<file path="config.mk">
export PLATFORM = sky130hd
export DESIGN_NAME = pipe_skid_reg
export DESIGN_NICKNAME = d
export VERILOG_FILES = /design/src/rtl/pipe_skid_reg.sv
export SDC_FILE = /design/constraint.sdc
export NUM_CORES = 1
export LEC_CHECK = 0
export ABC_CLOCK_PERIOD_IN_PS = 4700
export CORE_ASPECT_RATIO = 1.75
export CORE_MARGIN = 4
export CORE_UTILIZATION = 45
export DETAILED_ROUTE_END_ITERATION = 16
export PLACE_DENSITY = 0.78
export SETUP_SLACK_MARGIN = 0.05
export SYNTH_ARGS = -nofsm -noshare
export SYNTH_HDL_FRONTEND = slang
export SYNTH_SLANG_ARGS = --single-unit
</file>
<file path="constraint.sdc">
create_clock -name clk -period 4.7 [get_ports clk]
set_input_delay 0.94 -clock clk [delete_from_list [all_inputs] [get_ports clk]]
set_output_delay 0.94 -clock clk [all_outputs]
set_load 0.005 [all_outputs]
</file>
<file path="src/rtl/pipe_skid_reg.sv">
// Pipeline stage register with optional two-entry skid buffer.
// SKID=1: registered in_ready, main register M plus skid register S.
// SKID=0: single register M, in_ready derived combinationally from out_ready.
// Ports:
//   clk, reset (async, active-high)
//   flush                      - synchronous kill of held entries
//   in_valid/in_ready/in_data  - upstream handshake and payload
//   out_valid/out_ready/out_data - downstream handshake and head entry
//   count                      - number of held entries (0..2)
module pipe_skid_reg #(
  parameter int unsigned DATA_W = 71,
  parameter int unsigned CTRL_W = 2,
  parameter int unsigned SKID   = 1
) (
  input  logic              clk,
  input  logic              reset,
  input  logic              flush,
  input  logic              in_valid,
  output logic              in_ready,
  input  logic [DATA_W-1:0] in_data,
  output logic              out_valid,
  input  logic              out_ready,
  output logic [DATA_W-1:0] out_data,
  output logic [1:0]        count
);

  typedef enum logic [1:0] {
    EMPTY = 2'd0,
    ONE   = 2'd1,
    FULL  = 2'd2
  } state_e;

  // Low CTRL_W bits set; these are the control bits cleared on flush.
  localparam logic [DATA_W-1:0] CTRL_MASK = ~({DATA_W{1'b1}} << CTRL_W);

  state_e            state_q, state_d;
  logic [DATA_W-1:0] m_q, m_d;
  logic [DATA_W-1:0] s_q;
  logic              in_fire, out_fire;

  assign out_valid = (state_q != EMPTY);
  assign count     = 2'(state_q);
  assign out_data  = m_q;
  assign out_fire  = out_valid & out_ready;
  assign in_fire   = in_valid & in_ready & ~flush;

  // Next state and main register
  always_comb begin
    state_d = state_q;
    m_d     = m_q;
    unique case (state_q)
      EMPTY: begin
        if (in_fire) begin
          m_d     = in_data;
          state_d = ONE;
        end
      end
      ONE: begin
        if (in_fire && out_ready) begin
          m_d = in_data;
        end else if (in_fire) begin
          if (SKID != 0) state_d = FULL;
        end else if (out_ready) begin
          state_d = EMPTY;
        end
      end
      FULL: begin
        if (out_fire) begin
          m_d     = s_q;
          state_d = ONE;
        end
      end
      default: state_d = EMPTY;
    endcase
    // Flush overrides any transfer: M keeps its data bits, control bits drop.
    if (flush) begin
      state_d = EMPTY;
      m_d     = m_q & ~CTRL_MASK;
    end
  end

  always_ff @(posedge clk or posedge reset) begin
    if (reset) begin
      state_q <= EMPTY;
      m_q     <= '0;
    end else begin
      state_q <= state_d;
      m_q     <= m_d;
    end
  end

  if (SKID != 0) begin : g_skid
    logic [DATA_W-1:0] s_d;
    logic              in_ready_q;

    // Skid register captures the input when the head is stalled.
    always_comb begin
      s_d = s_q;
      if (flush) begin
        s_d = s_q & ~CTRL_MASK;
      end else if ((state_q == ONE) && in_fire && !out_ready) begin
        s_d = in_data;
      end
    end

    // in_ready registered from next state: no path from out_ready.
    always_ff @(posedge clk or posedge reset) begin
      if (reset) begin
        s_q        <= '0;
        in_ready_q <= 1'b0;
      end else begin
        s_q        <= s_d;
        in_ready_q <= (state_d != FULL);
      end
    end

    assign in_ready = in_ready_q;
  end else begin : g_noskid
    assign s_q      = '0;
    assign in_ready = ~out_valid | out_ready;
  end

endmodule
</file>
Word level (Yosys, flattened, before mapping)
Index checks and enable logic that the tools add are counted.
Word-level totals
  register bits: 145
  bits in latches: 0
  bits in writable memories: 0
  memory bits (read-only): 0
  bits of input ports: 76
  output and inout port bits: 75
  word-level logic and storage cells: 45
  memories kept: 0
Operators by class
  add/subtract/negate cells: 0
  $mul: 0
  div/mod/pow operators: 0
  $lt $le $gt $ge: 0
  equal/unequal tests: 9
  shifts and indexed selects: 0
  mux-type cells: 14
  bitwise gates (word level): 4
  reductions and logical operators: 12
Operator list (number)
  $mux W71: 3
  $pmux W71 S3: 1
  $mux W2: 9
  $ne A3 B3 Y1 const B: 3
  $ne A2 B2 Y1 const B: 4
  $pmux W2 S3: 1
  $reduce_and A5 Y1: 1
  $reduce_and A4 Y1: 1
  $reduce_bool A2 Y1: 2
  $reduce_bool A4 Y1: 1
  $and A1 B1 Y1: 3
  $logic_and A1 B1 Y1: 3
  $reduce_bool A3 Y1: 1
  $eq A2 B1 Y1 const B: 1
  $eq A2 B2 Y1 const B: 1
  $logic_not A2 Y1: 1
  $reduce_and A2 Y1: 1
  $logic_not A1 Y1: 1
  $not A1 Y1: 1

Logic depth before layout (Yosys ltp)
  word-level depth: 7
  depth in mapped cells: 8
  mapped depth without buffers: 6

Worst setup path after synthesis
No wires, ideal clock.
  kind: input port to flip-flop
  from: input port flush
  to: register s_q[33]
  library setup time: 125 ps
  arrival time: 2179 ps
  required time: 4575 ps
  slack: 2396 ps
  stages: 6
  buffers on the path: 3
  cell sequence: buf_2 and3b_1 and3_1 buf_4 buf_2 mux2_2
Between the ends
  word-level cells in the longest chain between the ends: 5
RTL lines
  start: declaration: line 17  | input logic flush,
  $not A1 Y1 (no line) (*)
  $and A1 B1 Y1: line 45  | assign in_fire = in_valid & in_ready & ~flush;
  $logic_and A1 B1 Y1 (2 in series): line 101  | end else if ((state_q == ONE) && in_fire && !out_ready) begin
  $reduce_and A2 Y1 (no line) (*)
  end signal: assignment: line 109  | s_q <= '0;
  end signal: assignment: line 112  | s_q <= s_d;
  end: declaration: line 38  | logic [DATA_W-1:0] s_q;
Every way passes the cells marked *; elsewhere a longest branch is shown, timed or not.
A chain may end at the register's enable or synchronous reset.

Final worst setup path
  from: input port flush
  to: register m_q[63], in the netlist out_data[63]
Between the ends
  word-level cells in the longest chain between the ends: 5
  elaborated cells on any way between the ends: 6
  those cells by class: eq/ne (2); bitwise (2); reduce/logical (2)
RTL lines
  $not A1 Y1 (no line) (*)
  $and A1 B1 Y1: line 45
  $logic_and A1 B1 Y1: line 59  | if (in_fire && out_ready) begin
  $ne A2 B2 Y1 (no line)
  $reduce_and A5 Y1 (no line) (*)
  end signal: assignment: line 88  | m_q <= m_d;
  end: declaration: line 37  | logic [DATA_W-1:0] m_q, m_d;
Marked as above.

==> results_dict.tcl <==
set metrics [dict create \
    drcViolationCount 0 \
    final_cell_mix "189 x mux2_2, 150 x clkdlybuf4s50_1, 145 x dfrtp_1" \
    synth-async-reset-ratio_pct 100 \
    path_clk_slew_ps 60 \
    die_w_um 98.6 \
    die_h_um 167 \
    cts-resized-gates 0 \
    fillers 1088 \
    ys_seq_area_share_pct 56.1 \
    antenna_cells 0 \
    max_freq_mhz 294 \
    first_global_vias 4543 \
    rows 57 \
    synth_enable_flop_cells 0 \
    top_layer_used "met4" \
    timing.rr.end "out_data[63]$_DFFE_PP0P_" \
    dr_wl_met3_um 589 \
    hp-class "register to register" \
    drt-met1-wl_um 5210 \
    pre_cts_slack_ps 865 \
    grt_overflow 0 \
    drv_slew 0 \
    wl_met2_um 8180 \
    cts.htree.levels 4 \
    layout.cells.most_common "mux2_2" \
    status "finished, final reports clean" \
    synth_nets 501 \
    clk_path_buf_depth 2 \
    io_pins 151 \
    cts_setup_buffers 0 \
    ys_dominant_reg_cell "dfrtp_1" \
    maxSlewHeadroom_pct 24.3 \
    worst_ir_drop_vdd_uv 290 \
    dieArea_um2 16400 \
    cap_violations 0 \
    drt-initial-drc-count 116 \
    worst_slack_ps 1300 \
    grt_max_degree 70 \
    cts.sinks 145 \
    worstPathArrival_ps 3690 \
    holdBufCountCts 0 \
    ys_ff_latch 145 \
    syn_avg_cell_area_um2 15.4 \
    cp_max_fo 68 \
    via_per_inst 5.25 \
    setup_viol 0 \
    gp_congestion 0.746 \
    clk_latency_ps 410 \
    critPathLaunchType "input pin" \
    nets 651 \
    fin_crit_sh_pct 72.4 \
    netlist_area_um2 6460 \
    max_slew.worst_pin.slew_ps 1130 \
    syn_inst 421 \
    tritoncts "yes" \
    synth_cell_types 32 \
    io_buffers 150 \
    start_util_pct 46.2 \
    cp.required_ps 4990 \
    yosysWarnings 0 \
    finalClockSkew_ps 9.10 \
    cp-startpoint "flush" \
    cts_made_buffers 17 \
    syn2layout_area_growth_pct 36.1 \
    cp-end-kind "register" \
    drtPass1Iterations 4 \
    drive_gt1_share_pct 41.2 \
    cts-root-buf "clkbuf_16" \
    dp_hpwl_um 9730 \
    p_per_area_nw_per_um2 485 \
    grt_usage_pct 17.7 \
    antenna_found_initial 0 \
    hold_viol_final 0 \
    reg2reg_depth 7 \
    core_area_um2 14000 \
    routed_wl_um 14200 \
    num_vias 3993 \
    endpoint "out_data[63]$_DFFE_PP0P_" \
    critical_path_class "input pin to register" \
    fin_crit_ps 3400 \
    fin_tns_setup_ps 0 \
    rsz0062_at_grt "false" \
    ant_nets 0 \
    wl_per_cell_um 18.6 \
    p_leak_nw 3.69 \
    grt_pass1_wl_um 23100 \
    regToRegSetupSlack_ps 1450 \
    r2r-start "count[0]$_DFF_PP0_" \
]
-- per-stage QoR --
stage               total power [W]  hold slack, ps  utilization, %  cells  cell area [µm²]
global placement            0.00278             476            58.3    729             8150
CTS                         0.00433             501            62.9    760             8800
floorplan                   0.00224             475               -    421             6470
global route                0.00447             514            62.9    760             8800
finish                      0.00427             498            62.9    760             8800
detailed placement          0.00284             485            58.3    729             8150
-- critical path: stages --
cell,delay (ps)
clkdlybuf4s50_1,560
nand3b_4,250
o22ai_1,270
nand3_4,830
buf_4,480
mux2_4,300
-- where the power goes --
part	internal, W	leakage (nW)	switching, W
Clock	0.000957	0.310	0.000510
Combinational	0.000694	1.61	0.000292
Sequential	0.00162	1.77	0.000197
Total	0.00327	3.69	0.000999
-- metal layers --
layer | GRT usage, % | up-vias
met2 | 33.9 | 111
met5 | 0 | -
met4 | 5.53 | 0
met3 | 4.44 | 15
met1 | 18.5 | 2049
li1 | - | 1818
-- cell type report --
cell class / count / area (µm²) / share of cell area [%]
timing repair buffer: 155 / 1580 / 17.9
clock buffer: 19 / 443 / 5.03
inverter: 5 / 22.5 / 0.256
sequential: 145 / 3630 / 41.2
tap: 177 / 221 / 2.52
multi-input combinational: 247 / 2700 / 30.7
clock inverter: 12 / 205 / 2.33
-- synth_stat cells, types with 2 or more instances --
cell type	instances	area share, %
a21oi_1	2	0.15
a311oi_1	3	0.41
buf_1	5	0.29
buf_2	9	0.70
buf_4	7	0.81
buf_6	2	0.35
dfrtp_1	145	56
ha_1	4	0.77
inv_1	5	0.29
mux2_1	8	1.4
mux2_2	189	33
mux2_4	10	2.3
mux2i_1	3	0.46
nand2_1	5	0.29
nand2b_1	3	0.29
nand3_1	2	0.15
o21ai_0	4	0.31
-- kinds of logic after synthesis --
logic type / synth area share (%)
multiplexers: 37.1
adder cells (fa/ha/maj): 0.774
buffers and inverters: 2.50
AO/OA/AOI/OAI: 1.72
flip-flops: 56.1
AND/OR/NAND/NOR: 1.78
-- sequential cells by signal, summed over array words and instances, names as in the netlist --
signal    flops
s_q          71
out_data     71
count         2
in_ready      1
-- how the worst min path moves through the flow --
stage / startpoint / endpoint / slack (ps) / depth (start not counted)
CTS: out_data[58]$_DFFE_PP0P_ / out_data[58]$_DFFE_PP0P_ / 500 / 1
global placement: out_data[59]$_DFFE_PP0P_ / out_data[59]$_DFFE_PP0P_ / 480 / 1
detailed placement: out_data[58]$_DFFE_PP0P_ / out_data[58]$_DFFE_PP0P_ / 490 / 1
floorplan: s_q[10]$_DFFE_PP0P_ / s_q[10]$_DFFE_PP0P_ / 470 / 1
finish: out_data[58]$_DFFE_PP0P_ / out_data[58]$_DFFE_PP0P_ / 500 / 1
global route: out_data[29]$_DFFE_PP0P_ / out_data[29]$_DFFE_PP0P_ / 510 / 1
Note: power is estimated with default switching activity, not from simulation.
